[config.mk]
export PLATFORM = sky130hd
export DESIGN_NAME = cp0_timer
export DESIGN_NICKNAME = d
export VERILOG_FILES = /design/src/rtl/cp0_pkg.sv /design/src/rtl/cp0_timer_cmp_channel.sv /design/src/rtl/cp0_timer.sv
export SDC_FILE = /design/constraint.sdc
export NUM_CORES = 1
export LEC_CHECK = 0
export CAP_MARGIN = 10
export CORE_ASPECT_RATIO = 2
export CORE_MARGIN = 5
export CORE_UTILIZATION = 35
export DETAILED_ROUTE_END_ITERATION = 16
export SLEW_MARGIN = 20
export SYNTH_ARGS = -nofsm -noshare
export SYNTH_HDL_FRONTEND = slang
export SYNTH_HIERARCHICAL = 1
export SYNTH_SLANG_ARGS = --single-unit
[constraint.sdc]
create_clock -name clk -period 3.63 [get_ports clk]
set_input_delay 0.363 -clock clk [delete_from_list [all_inputs] [get_ports clk]]
set_output_delay 0.363 -clock clk [all_outputs]
set_load 0.01 [all_outputs]
[src/rtl/cp0_pkg.sv]
// rtl/cp0_pkg.sv - shared CP0 register numbers, selects and reset constants
package cp0_pkg;

   localparam logic [4:0]  CP0_COUNT     = 5'd9;
   localparam logic [4:0]  CP0_COMPARE   = 5'd11;
   localparam logic [4:0]  CP0_TIMER_EXT = 5'd22;
   localparam logic [2:0]  TICLR_SEL     = 3'd7;
   localparam logic [31:0] COMPARE_RESET = 32'hFFFF_FFFF;

   function automatic logic reg_hit(input logic [4:0] reg_num, input logic [2:0] sel,
                                    input logic [4:0] want_num, input logic [2:0] want_sel);
      return (reg_num == want_num) && (sel == want_sel);
   endfunction

endpackage

[src/rtl/cp0_timer_cmp_channel.sv]
// rtl/cp0_timer_cmp_channel.sv - one Compare/Period channel with its pending bit
module cp0_timer_cmp_channel
   import cp0_pkg::*;
#(
   parameter bit PERIODIC_EN = 1'b1
) (
   input  logic        clk,
   input  logic        reset,
   input  logic        tick,
   input  logic        count_write,
   input  logic [31:0] count_next,
   input  logic        cmp_wr,
   input  logic        period_wr,
   input  logic        ticlr,
   input  logic [31:0] wdata,
   output logic [31:0] compare,
   output logic [31:0] period,
   output logic        ti
);

   logic match;

   // Fires only when Count steps onto Compare, never when Count is loaded onto it.
   assign match = tick & ~count_write & (count_next == compare);

   always_ff @(posedge clk) begin
      if (reset) begin
         compare <= COMPARE_RESET;
         ti      <= 1'b0;
      end else begin
         if (cmp_wr)
            compare <= wdata;
         else if (match && (period != 32'd0))
            compare <= compare + period;

         if (cmp_wr)
            ti <= 1'b0;
         else if (match)
            ti <= 1'b1;
         else if (ticlr)
            ti <= 1'b0;
      end
   end

   generate
      if (PERIODIC_EN) begin : g_period
         always_ff @(posedge clk) begin
            if (reset)
               period <= 32'd0;
            else if (period_wr)
               period <= wdata;
         end
      end else begin : g_no_period
         assign period = 32'd0;
      end
   endgenerate

endmodule

[src/rtl/cp0_timer.sv]
// rtl/cp0_timer.sv - CP0 Count with prescaler, multi-channel Compare and timer interrupt
module cp0_timer
   import cp0_pkg::*;
#(
   parameter int NUM_CMP     = 1,
   parameter int COUNT_DIV   = 2,
   parameter bit PERIODIC_EN = 1'b1
) (
   input  logic               clk,
   input  logic               reset,
   input  logic               wen,
   input  logic [4:0]         reg_num,
   input  logic [2:0]         sel,
   input  logic [31:0]        reg_in,
   output logic [31:0]        reg_out,
   input  logic               count_dc,
   output logic [NUM_CMP-1:0] ti,
   output logic               ti_any,
   output logic [31:0]        count_out
);

   logic        tick;
   logic        count_write;
   logic [31:0] count;
   logic [31:0] count_next;
   logic [31:0] compare [NUM_CMP];
   logic [31:0] period  [NUM_CMP];

   generate
      if (COUNT_DIV == 1) begin : g_no_pre
         assign tick = ~count_dc;
      end else begin : g_pre
         localparam int PRE_W = $clog2(COUNT_DIV);
         logic [PRE_W-1:0] prescaler;

         // COUNT_DIV is a power of two, so the natural wrap of the counter is the divide.
         always_ff @(posedge clk) begin
            if (reset)
               prescaler <= '0;
            else if (!count_dc)
               prescaler <= prescaler + PRE_W'(1);
         end

         assign tick = (prescaler == '0) & ~count_dc;
      end
   endgenerate

   assign count_write = wen & reg_hit(reg_num, sel, CP0_COUNT, 3'd0);
   assign count_next  = count + 32'd1;

   always_ff @(posedge clk) begin
      if (reset)
         count <= 32'd0;
      else if (count_write)
         count <= reg_in;
      else if (tick)
         count <= count_next;
   end

   generate
      for (genvar k = 0; k < NUM_CMP; k++) begin : g_ch
         cp0_timer_cmp_channel #(.PERIODIC_EN(PERIODIC_EN)) u_ch (
            .clk         (clk),
            .reset       (reset),
            .tick        (tick),
            .count_write (count_write),
            .count_next  (count_next),
            .cmp_wr      (wen & reg_hit(reg_num, sel, CP0_COMPARE, 3'(k))),
            .period_wr   (wen & reg_hit(reg_num, sel, CP0_TIMER_EXT, 3'(k))),
            .ticlr       (wen & reg_hit(reg_num, sel, CP0_TIMER_EXT, TICLR_SEL) & reg_in[k]),
            .wdata       (reg_in),
            .compare     (compare[k]),
            .period      (period[k]),
            .ti          (ti[k])
         );
      end
   endgenerate

   always_comb begin
      reg_out = 32'd0;
      case (reg_num)
         CP0_COUNT: begin
            if (sel == 3'd0)
               reg_out = count;
         end
         CP0_COMPARE: begin
            for (int k = 0; k < NUM_CMP; k++)
               if (sel == 3'(k))
                  reg_out = compare[k];
         end
         CP0_TIMER_EXT: begin
            if (sel == TICLR_SEL)
               reg_out = 32'(ti);
            for (int k = 0; k < NUM_CMP; k++)
               if (sel == 3'(k))
                  reg_out = period[k];
         end
         default: reg_out = 32'd0;
      endcase
   end

   assign ti_any    = |ti;
   assign count_out = count;

endmodule

==> results of run 1 <==
[worst max path at each step]
| stage | endpoint | slack [ns] | cells past startpoint |
|---|---|---|---|
| 2_1_floorplan | g_ch[0].u_ch/compare[0] | 0.11 | 16 |
| 3_3_place_gp | g_ch[0].u_ch/compare[17] | 0.09 | 14 |
| 3_5_place_dp | g_ch[0].u_ch/compare[17] | 0.004 | 15 |
| 4_1_cts | g_ch[0].u_ch/compare[1] | 0.06 | 15 |
| 5_1_grt | g_ch[0].u_ch/compare[4] | 0.02 | 15 |
| 6_report | g_ch[0].u_ch/compare[4] | 0.15 | 14 |
[logic make-up after synthesis]
logic type / Yosys count / share of synthesized area [%]
and+or+nand+nor: 353 / 23.5
AOI/OAI and AO/OA: 201 / 19.2
xor gates and xnor gates: 121 / 13.8
DFF: 98 / 25.5
buffers and inverters: 96 / 5.21
muxes: 55 / 7.25
adders and majority gates: 33 / 5.47
[layout by cell type (no fill, tap or decap), drive strengths merged, types with 38 or more instances in the layout]
master / netlist / final
a211oi: 40 / 40
a21oi: 38 / 38
buf: 27 / 87
clkdlybuf4s50: 0 / 108
dfxtp: 98 / 98
mux2i: 50 / 50
nand2: 86 / 86
nor2: 101 / 101
xnor2: 48 / 48
xor2: 73 / 73
[layout make-up]
class                      count  area [um^2]
inverter                      28          105
multi-input combinational    763         5380
fill                        2169        11700
clock buffer                  10          239
clock inverter                 6         93.8
tap                          273          342
timing repair buffer         195         1770
sequential                    98         1960
[per-layer routing]
layer	up-vias	part of all wire, %	track usage (%)
li1	3761	-	-
met1	3882	35	26.5
met2	340	51	45.5
met3	109	5.0	2.67
met4	0	8.1	16.8
met5	-	0	0
[worst max-delay path: cells and delay by family (launching register included)]
kind	cells	cell delay, ns
buffers and inverters	2	0.31
multiplexers	2	0.46
AO/OA/AOI/OAI	1	0.25
flip-flops	1	0.49
XOR/XNOR	2	0.30
AND/OR/NAND/NOR	7	1.55
[sequential cells by signal (all words and copies together), names as in the netlist]
name               cells
g_ch.u_ch/period      32
g_ch.u_ch/ti           1
count_out             32
g_ch.u_ch/compare     32
g_pre.prescaler        1
[power breakdown]
part | total [mW] | switching [mW] | internal, mW
logic | 0.202 | 0.114 | 0.0881
clock network | 1.10 | 0.471 | 0.632
registers | 1.09 | 0.00743 | 1.08
total | 2.39 | 0.593 | 1.80
[metrics by stage]
stage / setup WS (ns) / hold WS (ns)
detailed placement: 0.00382 / 0.546
CTS: 0.0574 / 0.494
floorplan: 0.113 / 0.481
finish: 0.151 / 0.516
global placement: 0.0851 / 0.532
global route: 0.0170 / 0.520
[what timing repair did]
item / 4_1_cts / 5_1_grt
setup endpoints to repair: 2 / 31
buffers inserted: 0 / 0
endpoints found under the hold margin: 0 / 0
gates resized for setup: 2 / 10
==> results.yml, run 1 <==
setup_path:
  cp_common_cell: "xor2_1"
  r2r-start: "count_out[12]"
  crit_path_end_kind: "register"
  cp_data_required_time_ns: 3.86
  reg2reg_slack_ns: 0.15
  critPathLaunch: "count_out[12]"
  worstPathMaxFanout: 7
  r2r_end: "g_ch[0].u_ch/compare[4]"
  startpoint_type: "register"
  crit_path_cell_trace: "nand4_2 -> or4_4 -> buf_4 -> nor2_1 -> xor2_1 -> xor2_1 -> nor4_1 -> nand4_1 -> nor3_2 -> o21a_2 -> buf_12 -> mux2_2 -> mux2i_1 -> nand2_1"
  max_stage_delay_ns: 0.55
  worst-setup-path-type: "register to register"
  worstPathArrival_ns: 3.71
  worstRegToRegCells: 14
  slowest_stage: "or4_4"
route:
  drc: 0
  routedWlPerCell_um: 23.2
  drt_first_pass_iters: 5
  drt_iter0_drc: 732
  wl_um: 31800
  ant_nets: 0
  vias_per_cell: 5.89
  via_count: 8092
yosys:
  yosys-top-cells-count: "nor2_1, dfxtp_1, nand2_1"
  yosysWarnings: 6
  postSynthAreaPerCell_um2: 8.02
  synth_top_flop_cell: "dfxtp_1"
  yosysTopAreaCell: "dfxtp_1"
  yosys-top-cells-area: "dfxtp_1, xor2_1, mux2i_1"
  ys_seq_area_share_pct: 25.5
  syn_nets: 1034
  synth_top_area_share_pct: 25.5
  synth_edf_count: 0
  yosys.cell_count.top_type: "nor2_1"
  synthCells: 957
  synth-seq-cells: 98
  syn_area_mm2: 0.00768
  ys_types: 79
  async_reset_ff_share_pct: 0
cts:
  numCtsBuffers: 9
  path_clk_slew_ns: 0.08
  clk_latency_ns: 0.35
  clkSinkCount: 98
  cts_tree: "built"
  cts_buffer_depth: 2
  cts_root_buf: "clkbuf_16"
  ctsHoldBuffers: 0
  htree_levels: 3
global_routing:
  overflow: 0
  antenna_found_initial: 0
  grt_util_all_layers_pct: 25.0
  grt_max_degree: 60
  first_global_vias: 8266
  grt_first_pass_wirelength_um: 48100
floorplan:
  initial_utilization_pct: 35.6
  fp.coreArea_mm2: 0.0216
  row_count: 76
  die_area_mm2: 0.0252
  die_width_um: 115
  fp.dieH_um: 219
  io_pins: 110
pwr:
  power_mw: 2.39
  p_leak_nw: 3.83
  peakVddDrop_mv: 0.195
  power.density_mw_per_mm2: 242
timing:
  fin_crit_sh_pct: 95.8
  finClkSkew_ns: 0.0142
  finalSetupTns_ns: 0
  hold_violations: 0
  period_needed_ns: 3.48
  max_slew_margin_pct: 55.0
  setup_viol: 0
  worst_pin_slew_ns: 0.676
  rsz0062_at_grt: "false"
  maxSlewViolCount: 0
  timing.fmax_mhz: 287
hold_path:
  hold_depth: 2
  min_path_type: "primary input to register"
  worstHoldEndpoint: "g_ch[0].u_ch/period[15]"
  hp-start: "reset"
layout:
  fin_util_pct: 45.8
  fin_cells: 1373
  n_antenna_cell: 0
  design_area_mm2: 0.00989
  layout-drive-gt1-share_pct: 13.3
  layout.nets: 1172
  syn_to_final_growth_pct: 28.8
placed_design:
  gp_congestion: 1.00
  place_area_mm2: 0.00951
  port_buffers: 109
  placed_cells: 1357
  dpl.hpwl_um: 25400
status:
  status: "finished, final reports clean"
run:
  maxCapViolations: 0
Power figures use the tool's default switching activity.
==> inputs of run 2 (changes only) <==
--- a/config.mk
+++ b/config.mk
@@ -5,6 +5,7 @@
 export SDC_FILE = /design/constraint.sdc
 export NUM_CORES = 1
 export LEC_CHECK = 0
+export ABC_AREA = 1
 export CAP_MARGIN = 10
 export CORE_ASPECT_RATIO = 2
 export CORE_MARGIN = 5
==> run 2 against run 1 <==
Against the previous run: fmax is 11% higher; clock skew is 0.0032 ns lower; combinational power is 43% higher; die area is 18% higher; critical path type unchanged.
==> results.yml, run 2 <==
yosys:
  postSynthAreaPerCell_um2: 5.53
  syn_nets: 1741
  synthCells: 1664
  ys_types: 40
  yosysTopAreaCell: "nand2_1"
  async_reset_ff_share_pct: 0
  synth_top_flop_cell: "dfxtp_1"
  yosys-top-cells-area: "nand2_1, dfxtp_1, inv_1"
  ys_seq_area_share_pct: 21.3
  syn_area_mm2: 0.00920
  yosys-top-cells-count: "nand2_1, inv_1, nor2_1"
  synth-seq-cells: 98
  yosysWarnings: 6
  yosys.cell_count.top_type: "nand2_1"
  synth_top_area_share_pct: 23.1
  synth_edf_count: 0
timing:
  holdWs_ns: 0.374
  worst_pin_slew_ns: 0.875
  finalSetupTns_ns: 0
  setup_viol: 0
  fin_crit_sh_pct: 86.6
  finClkSkew_ns: 0.0109
  period_needed_ns: 3.14
  max_slew_margin_pct: 41.6
  rsz0062_at_grt: "false"
  maxSlewViolCount: 0
  timing.fmax_mhz: 318
  hold_violations: 0
layout:
  final_cell_mix: "nand2_1, inv_1, nor2_1"
  layout-drive-gt1-share_pct: 5.34
  fin_util_pct: 41.9
  final_common_cell: "nand2_1"
  n_fill_cell: 2839
  fin_cells: 2104
  syn_to_final_growth_pct: 19.1
  n_antenna_cell: 0
  layout.nets: 1832
cts:
  ctsHoldBuffers: 0
  cts_resized: 0
  clk_latency_ns: 0.37
  path_clk_slew_ns: 0.07
  htree_levels: 3
  cts_tree: "built"
  clkSinkCount: 98
  cts_buffer_depth: 2
  cts_root_buf: "clkbuf_16"
  cts_setup_buffers: 0
  numCtsBuffers: 9
run:
  maxCapViolations: 0
route:
  routedWlPerCell_um: 17.3
  drt_iter0_drc: 863
  via_count: 10700
  drt_first_pass_iters: 7
  ant_nets: 0
  drc: 0
  vias_per_cell: 5.07
  wl_um: 36400
placed_design:
  placed_cells: 2088
  dpl.hpwl_um: 30400
  port_buffers: 109
  gp_congestion: 1.03
setup_path:
  worst-setup-path-type: "register to register"
  crit_path_end_kind: "register"
  worstRegToRegCells: 19
  reg2reg_slack_ns: 0.49
  worstPathArrival_ns: 3.45
  startpoint_type: "register"
  worstPathMaxFanout: 18
  cp_data_required_time_ns: 3.94
  r2r-start: "count_out[1]"
  r2r_end: "g_ch[0].u_ch/compare[17]"
global_routing:
  grt_max_degree: 48
  first_global_vias: 10500
  grt_util_all_layers_pct: 24.1
  overflow: 0
  grt_first_pass_wirelength_um: 56400
  antenna_found_initial: 0
hold_path:
  min_path_type: "primary input to register"
  hp-start: "reset"
  worstHoldEndpoint: "count_out[14]"
  hold_depth: 2
pwr:
  power.density_mw_per_mm2: 222
  peakVddDrop_mv: 0.214
  power_mw: 2.44
  p_leak_nw: 5.42
floorplan:
  row_count: 84
  initial_utilization_pct: 35.1
  fp.coreArea_mm2: 0.0262
  fp.dieH_um: 239
  die_area_mm2: 0.0298
  die_width_um: 125
  io_pins: 110
status:
  status: "finished, final reports clean"
[run 2: stage by stage]
stage          cell area [um^2]  setup slack, ns
3_5_place_dp              10600            0.506
2_1_floorplan              9200             1.16
4_1_cts                   11000            0.483
6_report                  11000            0.487
3_3_place_gp              10600            0.541
5_1_grt                   11000            0.223
[run 2: worst max path at each step]
stage	startpoint	to	slack, ns	cells past startpoint
floorplan	count_out[1]	g_ch[0].u_ch/compare[21]	1.16	21
global placement	count_out[1]	g_ch[0].u_ch/compare[31]	0.54	19
detailed placement	count_out[1]	g_ch[0].u_ch/compare[14]	0.51	19
CTS	count_out[1]	g_ch[0].u_ch/compare[14]	0.48	19
global route	count_out[1]	g_ch[0].u_ch/compare[19]	0.22	19
finish	count_out[1]	g_ch[0].u_ch/compare[17]	0.49	19
[run 2: per-layer routing]
layer	wire length [um]	vias up	GRT usage (%)
li1	-	5402	-
met1	13300	4768	24.8
met2	18500	367	44.4
met3	1450	136	2.14
met4	3100	0	18.7
met5	0	-	0
[run 2: kinds of logic (layout without fill, tap and decap cells)]
| kind of cell | count (synthesis) | count (layout) | synth area share [%] |
|---|---|---|---|
| compound gates | 178 | 178 | 10.9 |
| xor+xnor | 25 | 25 | 2.38 |
| fa+ha+maj | 33 | 33 | 4.57 |
| buf+inv | 298 | 394 | 12.9 |
| flops | 98 | 98 | 21.3 |
| simple gates | 1032 | 1032 | 48.0 |
[run 2: critical path, cell delays in order, from the launching register on]
cell     delay (ns)
dfxtp_1        0.43
ha_1           0.24
nand2_2        0.08
nor2_4         0.14
nand2_2        0.16
nor2_2         0.29
nand3_1        0.11
nand2_1        0.12
inv_1          0.05
nand2_1        0.05
nand2_1        0.12
nor2_1         0.11
nand2_1        0.07
nor2_1         0.15
nand2_1        0.09
nor2_2         0.15
nand3_4        0.21
nor2_8         0.33
nand2_1        0.11
nand3_1        0.08
[run 2: cell type report]
class | count | area (um^2) | area share [%]
well taps | 344 | 430 | 3.93
multi-input cells | 1268 | 6070 | 55.4
flip-flops and latches | 98 | 1960 | 17.9
clock inverters | 5 | 67.6 | 0.617
clock buffers | 11 | 253 | 2.31
repair buffers | 128 | 1230 | 11.2
inverters | 250 | 938 | 8.57
[run 2: power breakdown]
| group | switching, mW | internal (mW) | total (mW) |
|---|---|---|---|
| logic | 0.184 | 0.105 | 0.289 |
| registers | 0.00878 | 1.08 | 1.09 |
| clock network | 0.472 | 0.584 | 1.06 |
==> inputs of run 3 (changes only) <==
--- a/config.mk
+++ b/config.mk
@@ -9,8 +9,9 @@
 export CAP_MARGIN = 10
 export CORE_ASPECT_RATIO = 2
 export CORE_MARGIN = 5
-export CORE_UTILIZATION = 35
+export CORE_UTILIZATION = 45
 export DETAILED_ROUTE_END_ITERATION = 16
+export PLACE_DENSITY = 0.69
 export SLEW_MARGIN = 20
 export SYNTH_ARGS = -nofsm -noshare
 export SYNTH_HDL_FRONTEND = slang
==> constraint.sdc (replaced) <==
create_clock -name clk -period 2.5 [get_ports clk]
set_input_delay 0.25 -clock clk [delete_from_list [all_inputs] [get_ports clk]]
set_output_delay 0.25 -clock clk [all_outputs]
set_load 0.01 [all_outputs]
==> run 3 against run 2 <==
Against the previous run: worst hold slack got worse by 0.081 ns; final area increased by 14%; core utilization increased by 20 points; die area decreased by 21%; the flow now finishes with violations (setup timing); critical path type unchanged; power increased by 44%; fmax increased by 16%; setup slack got worse by 0.70 ns; clock-buffer cell count unchanged; via count increased by 7.1%; clock skew decreased by 0.00076 ns; combinational power increased by 62%; register-to-register slack got worse by 0.70 ns.
==> results.yml, run 3 (synthesis gave the netlist of run 2 again) <==
global_routing:
  grt_util_all_layers_pct: 30.8
  overflow: 0
  grt_first_pass_wirelength_um: 57200
  grt_max_degree: 41
  antenna_found_initial: 0
  first_global_vias: 11200
cts:
  cts_root_buf: "clkbuf_16"
  cts_tree: "built"
  numCtsBuffers: 9
  clk_latency_ns: 0.37
  clkSinkCount: 98
  path_clk_slew_ns: 0.07
  htree_levels: 3
  cts_buffer_depth: 2
  ctsHoldBuffers: 0
timing:
  period_needed_ns: 2.71
  hold_violations: 0
  timing.fmax_mhz: 368
  finClkSkew_ns: 0.0102
  max_slew_margin_pct: 44.1
  worst_pin_slew_ns: 0.837
  rsz0062_at_grt: "true"
  finalWorstSetupSlack_ns: -0.215
  fin_crit_sh_pct: 109
  maxSlewViolCount: 0
  setup_viol: 34
setup_path:
  crit_path_end_kind: "register"
  worstPathArrival_ns: 3.02
  worstPathMaxFanout: 6
  max_stage_delay_ns: 0.37
  slowest_stage: "dfxtp_4"
  startpoint_type: "register"
  worst-setup-path-type: "register to register"
  crit_path_cell_trace: "ha_4 -> nand2_4 -> nor2_4 -> buf_6 -> nand3b_1 -> nor2_1 -> nand2_1 -> nand2_2 -> nand2_1 -> inv_1 -> nor2_1 -> nor2_1 -> nand2_1 -> nor2_1 -> nand2_1 -> nor2_2 -> nand3_4 -> buf_6 -> nor2_8 -> buf_6 -> nand2_2 -> nand3_2"
  cp_num_buf_inv: 4
  cp_data_required_time_ns: 2.80
  crit_family: "simple AND/OR/NAND/NOR gates"
route:
  wl_um: 37200
  drt_first_pass_iters: 5
  drt_iter0_drc: 870
  top_layer: "met4"
  drt-met1-wl_um: 13300
  drc: 0
  routedWlPerCell_um: 17.1
  via_count: 11400
  wl_met2_um: 19100
  ant_nets: 0
  met3_length_um: 1740
  vias_per_cell: 5.25
pwr:
  power.density_mw_per_mm2: 281
  peakVddDrop_mv: 0.330
  p_leak_nw: 6.71
layout:
  final_common_cell: "nand2_1"
  design_area_mm2: 0.0125
  layout.nets: 1983
  final_cell_mix: "nand2_1, inv_1, nor2_1"
  syn_to_final_growth_pct: 35.6
  n_antenna_cell: 0
  layout-drive-gt1-share_pct: 16.6
  n_fill_cell: 2006
  fin_cells: 2177
placed_design:
  place_ws_ns: -0.296
  dpl.hpwl_um: 30300
  place_area_mm2: 0.0115
  placed_cells: 2130
  gp_congestion: 1.01
  port_buffers: 109
run:
  maxCapViolations: 0
status:
  status: "finished with violations"
  violations: "setup timing"
hold_path:
  min_path_type: "primary input to register"
floorplan:
  die_width_um: 111
  initial_utilization_pct: 45.4
  die_area_mm2: 0.0236
  row_count: 74
  fp.dieH_um: 212
  io_pins: 110
  fp.coreArea_mm2: 0.0203
[run 3: layer usage]
metal	vias up	GRT usage [%]
li1	5707	-
met1	5172	31.5
met2	404	56.8
met3	144	3.62
met4	0	23.4
met5	-	0
[run 3: path summary, 6_finish.rpt]
kind | from | end | slack (ns) | cells after the start
max | count_out[0] | g_ch[0].u_ch/compare[19] | -0.21 | 22
min | reset | count_out[19] | 0.29 | 2
max reg2reg | count_out[0] | g_ch[0].u_ch/compare[19] | -0.21 | 22
min reg2reg | g_pre.prescaler | g_pre.prescaler | 0.46 | 2
[run 3: worst reg2reg max path, stage by stage (launching register included)]
cell      delay [ns]
dfxtp_4         0.37
ha_4            0.15
nand2_4         0.05
nor2_4          0.14
buf_6           0.13
nand3b_1        0.20
nor2_1          0.15
nand2_1         0.07
nand2_2         0.09
nand2_1         0.06
inv_1           0.07
nor2_1          0.05
nor2_1          0.09
nand2_1         0.08
nor2_1          0.09
nand2_1         0.08
nor2_2          0.15
nand3_4         0.13
buf_6           0.17
nor2_8          0.09
buf_6           0.14
nand2_2         0.07
nand3_2         0.06
[run 3: per-stage QoR]
step | util [%] | power, mW | setup TNS [ns] | hold WS [ns]
2_1_floorplan | - | 1.83 | 0 | 0.385
3_3_place_gp | 56.6 | 2.07 | -8.08 | 0.438
3_5_place_dp | 56.6 | 2.07 | -9.26 | 0.444
4_1_cts | 60.6 | 3.51 | -3.78 | 0.284
5_1_grt | 61.5 | 3.60 | -13.32 | 0.300
6_report | 61.5 | 3.51 | -6.03 | 0.293
[run 3: area by class of cell]
type | count | area [um^2] | share of cell area, %
multi-input cells | 1268 | 6410 | 51.4
clock buffers | 11 | 233 | 1.87
repair buffers | 279 | 2520 | 20.2
inverters | 250 | 938 | 7.53
clock inverters | 5 | 63.8 | 0.512
flip-flops and latches | 98 | 1970 | 15.8
well taps | 266 | 333 | 2.67
[run 3: what timing repair did]
action | 4_1_cts | 5_1_grt
setup endpoints to repair | 54 | 49
setup buffers | 25 | 3
gates cloned | 3 | 0
pin swaps | 12 | 9
gates resized for setup | 87 | 48
[run 3: where the power goes]
part / switching, mW / internal [mW] / total [mW]
Sequential: 0.0131 / 1.57 / 1.59
Clock: 0.671 / 0.785 / 1.46
Combinational: 0.278 / 0.190 / 0.468
Total: 0.962 / 2.55 / 3.51
==> RTL change 1: new RTL, settings of run 2 <==
Register the output `count_out` once more, without a reset; this adds one clock of latency there. The other outputs are not delayed to match.
--- a/src/rtl/cp0_timer.sv
+++ b/src/rtl/cp0_timer.sv
@@ -100,7 +100,9 @@
    end
 
    assign ti_any    = |ti;
-   assign count_out = count;
+   always_ff @(posedge clk) begin
+      count_out <= count;
+   end
 
 endmodule
 
Function: changed (a bounded check fails within 4 cycles, from zero or initial values and one cycle with reset high).
==> RTL change 1 against run 2 <==
  * Setup slack worse by 0.17 ns
  * Wire length up 3.4%
  * Area after synthesis grew 6.8%
  * Power rose by 38%
  * Via count up 2.4%
  * Final cell count increased by 2.4%
  * Cell area rose by 7.6%
  * Clock skew shrank 0.0026 ns
  * Largest power group is now the clock network
  * Sequential cell count grew 32
  * Sequential power increased by 33%
  * Critical path depth did not move
==> RTL change 1: results <==
set metrics [dict create \
    cts_buffers 17 \
    n_antenna_cell 0 \
    ys_warn_count 6 \
    place_area_mm2 0.01123 \
    syn-instance-count 1697 \
    synth-xor-area-share_pct 2.140 \
    relSlewSlack_pct 41.85 \
    synth_compound_area_share_pct 10.25 \
    clk_pin_slew_worst_paths_ns 0.06 \
    hpwl_um 31100 \
    htreeDepth 4 \
    cts_setup_buffers 0 \
    synth.distinct_cells 41 \
    synth.area.top_cells "dfxtp_1 (26%), nand2_1 (22%), inv_1 (9.4%)" \
    num_vias 10930 \
    critPathArrivalTime_ns 3.69 \
    synth_fa_ha_area_share_pct 4.279 \
    min_path_type "input pin to flop" \
    p_leak_nw 5.748 \
    drt_iter0_drc 856 \
    ys_dominant_reg_cell "dfxtp_1" \
    nets 1868 \
    grt_start_max_net_pins 48 \
    io_buffers 109 \
    fin_tns_setup_ns 0 \
    vdd.ir_drop.worst_mv 0.2495 \
    syn_nets 1774 \
    synthMuxAreaShare_pct 0 \
    grt_usage_pct 23.58 \
    dpl_worst_slack_ns 0.3826 \
    internal_power_mw 2.548 \
    yosysSeqAreaShare_pct 26.49 \
    status "complete, no violations" \
    clock_skew_ns 0.008341 \
    cp_max_fo 18 \
    yosys-top-cells-count "nand2_1 (576), inv_1 (245), nor2_1 (222)" \
    drive_gt1_share_pct 5.438 \
    dp_cells 2124 \
    clock_latency_ns 0.44 \
    synthArstFlopShare_pct 0 \
    final_antenna_net_count 0 \
    grt_pass1_wl_um 56880 \
    routed_via_density 5.074 \
    cts-resized-gates 0 \
    antenna_found_initial 0 \
    place_congestion 0.9804 \
    wire_per_inst_um 17.48 \
    root_buffer "clkbuf_16" \
    clockBufferDepth 2 \
    drt-pass1-iter-count 8 \
]
## RTL change 1: power groups by stage
stage / logic [mW] / clock network [mW] / registers, mW
finish: 0.286 / 1.62 / 1.45
detailed placement: 0.283 / 0 / 1.48
global route: 0.308 / 1.70 / 1.45
global placement: 0.283 / 0 / 1.48
floorplan: 0.139 / 0 / 1.48
CTS: 0.284 / 1.65 / 1.45
## RTL change 1: critical path, cell delays in order (launching register included)
cell     delay, ns
dfxtp_1       0.40
ha_1          0.21
nand2_1       0.11
nor2_4        0.17
nand2_2       0.17
nor2_1        0.36
nand3_1       0.12
nand2_1       0.12
inv_1         0.05
nand2_1       0.05
nand2_1       0.12
nor2_1        0.15
nand2_1       0.07
nor2_1        0.12
nand2_1       0.08
nor2_2        0.16
nand3_4       0.24
nor2_8        0.36
nand2_1       0.11
nand3_1       0.08
## RTL change 1: layer usage
metal / part of all wire [%] / wire (µm) / vias up / track usage [%]
met2: 52 / 19580 / 344 / 43.43
met5: 0 / 0 / - / 0
met4: 8.0 / 3019 / 0 / 17.72
li1: - / - / 5508 / -
met3: 3.7 / 1382 / 125 / 2.508
met1: 36 / 13680 / 4952 / 23.79
## RTL change 1: logic make-up (layout without fill, tap and decap cells)
kind of cell             after synthesis  after routing
flip-flops                           130            130
XOR/XNOR                              24             24
adder cells (fa/ha/maj)               33             33
AND/OR/NAND/NOR                     1035           1035
AO/OA/AOI/OAI                        178            178
buffers and inverters                297            402
## RTL change 1: final timing paths
kind | start | to | slack, ns | cells after the start
worst max register to register | count[1] | g_ch[0].u_ch/compare[17] | 0.31 | 19
worst min-delay path | reset | count[14] | 0.32 | 2
worst min register to register | count[0] | count_out[0] | 0.39 | 0
worst max-delay path | count[1] | g_ch[0].u_ch/compare[17] | 0.31 | 19
## RTL change 1: layout make-up
| type | instances | area (µm²) |
|---|---|---|
| sequential | 130 | 2603 |
| tap | 352 | 440.4 |
| multi-input combinational | 1270 | 6063 |
| inverter | 249 | 934.6 |
| clock inverter | 5 | 52.55 |
| clock buffer | 25 | 495.5 |
| timing repair buffer | 123 | 1191 |
| fill | 2981 | 15870 |
==> RTL change 2: new RTL, flow settings as in run 2 <==
Without the edit above. `CP0_COUNT`: 5'd9 -> 5'd4.
--- a/src/rtl/cp0_pkg.sv
+++ b/src/rtl/cp0_pkg.sv
@@ -1,7 +1,7 @@
 // rtl/cp0_pkg.sv - shared CP0 register numbers, selects and reset constants
 package cp0_pkg;
 
-   localparam logic [4:0]  CP0_COUNT     = 5'd9;
+   localparam logic [4:0]  CP0_COUNT     = 5'd4;
    localparam logic [4:0]  CP0_COMPARE   = 5'd11;
    localparam logic [4:0]  CP0_TIMER_EXT = 5'd22;
    localparam logic [2:0]  TICLR_SEL     = 3'd7;
Function: changed (Yosys sat finds a counterexample within 4 cycles, from zero or initial values and one cycle with reset high).
==> RTL change 2 against run 2 <==
  * Wire length down 0.49%
  * Setup slack better by 0.041 ns
  * Area after synthesis is 0.20% lower
  * Power shrank 3.7%
  * Cell area is 0.71% lower
  * First-iteration DRC count increased by 10%
  * Sequential cell count unchanged
  * Largest cell class unchanged
  * Largest power group unchanged
==> RTL change 2: results <==
set metrics [dict create \
    status "complete, no violations" \
    synth.distinct_cells 38 \
    ys_warn_count 6 \
    min_path_type "flop to flop" \
    critPathMaxStageDelay_ns 0.44 \
    cp_slowest_cell "dfxtp_1" \
    hpwl_um 29690 \
    synth.area.top_cells "nand2_1 (24%), dfxtp_1 (21%), inv_1 (10%)" \
    grt_start_max_net_pins 60 \
    min-delay-start "g_pre.prescaler" \
    grt_pass1_wl_um 56230 \
    drt_iter0_drc 950 \
    drt-pass1-iter-count 6 \
    clock_skew_ns 0.007851 \
    root_buffer "clkbuf_16" \
    num_vias 10690 \
    cts_buffers 9 \
    syn-instance-count 1675 \
    clock_latency_ns 0.36 \
    cp-startpoint "count_out[12]" \
    final_antenna_net_count 0 \
    drive_gt1_share_pct 4.635 \
    stdcell_count 2113 \
    num-fill-cells 2998 \
    n_antenna_cell 0 \
    cts_setup_buffers 0 \
    io_buffers 109 \
    cp_max_fo 18 \
    relSlewSlack_pct 50.77 \
    grt_usage_pct 23.77 \
    cts-resized-gates 0 \
    synthArstFlopShare_pct 0 \
    antenna_found_initial 0 \
    ys_dominant_reg_cell "dfxtp_1" \
    yosysSeqAreaShare_pct 21.37 \
    clockBufferDepth 2 \
    vdd.ir_drop.worst_mv 0.1914 \
    grt_pass1_vias 10300 \
    p_leak_nw 5.401 \
    yosys.area.top_type "nand2_1" \
    place_congestion 0.9556 \
    place_area_mm2 0.01059 \
    syn_nets 1752 \
    clk_pin_slew_worst_paths_ns 0.07 \
    postRouteWirelength_um 36260 \
    yosys-top-cells-count "nand2_1 (580), inv_1 (247), nor2_1 (223)" \
    htreeDepth 3 \
]
-- RTL change 2: cell count changes after synthesis, moves of 7 or more --
cell | run 2 | this run
a21oi_2 | 9 | 0
nand2_1 | 566 | 580
o21ai_0 | 67 | 60
a22oi_1 | 16 | 0
o211ai_1 | 13 | 26
a21oi_1 | 71 | 84
-- RTL change 2: path summary, 6_finish.rpt --
kind / to / slack [ns] / depth (start not counted)
setup / recovery: g_ch[0].u_ch/compare[15] / 0.53 / 19
hold / removal: g_pre.prescaler / 0.46 / 2
setup reg to reg: g_ch[0].u_ch/compare[15] / 0.53 / 19
hold reg to reg: g_pre.prescaler / 0.46 / 2
-- RTL change 2: layout make-up --
cell class	instances	area, µm²	area share (%)
Tap cell	344	430.4	3.958
Clock inverter	6	50.05	0.4602
Clock buffer	10	239.0	2.197
Multi-Input combinational cell	1276	6031	55.45
Timing Repair Buffer	126	1214	11.16
Sequential cell	98	1962	18.04
Inverter	253	949.7	8.732
-- RTL change 2: critical path: cells and delay by family, from the launching register on --
kind | cells | cell delay [ns]
flops | 1 | 0.44
simple gates | 18 | 2.53
buf+inv | 1 | 0.05
-- RTL change 2: per-layer routing --
| layer | GRT usage (%) | routed length (µm) | up-vias |
|---|---|---|---|
| met3 | 2.504 | 1798 | 83 |
| met2 | 42.35 | 17780 | 366 |
| met1 | 28.88 | 15070 | 4820 |
| met4 | 10.24 | 1597 | 0 |
| li1 | - | - | 5425 |
| met5 | 0 | 0 | - |
-- RTL change 2: power by group --
group          switching, mW  internal, mW
clock network          0.476         0.493
registers             0.0101          1.08
logic                  0.178         0.106
-- RTL change 2: metrics by stage --
step,hold slack [ns],util [%],worst slack (ns),power (mW)
finish,0.4590,41.72,0.5282,2.346
floorplan,0.4316,-,1.174,1.258
global placement,0.4425,40.62,0.5171,1.399
detailed placement,0.4469,40.62,0.5800,1.398
CTS,0.4577,41.72,0.5532,2.350
global route,0.4864,41.72,0.2959,2.410
-- RTL change 2: kinds of logic after synthesis --
group	after synthesis	synth area share, %
buffers and inverters	301	13.03
AND/OR/NAND/NOR	1047	48.57
AO/OA/AOI/OAI	172	10.16
flip-flops	98	21.37
XOR/XNOR	24	2.290
adder cells (fa/ha/maj)	33	4.580
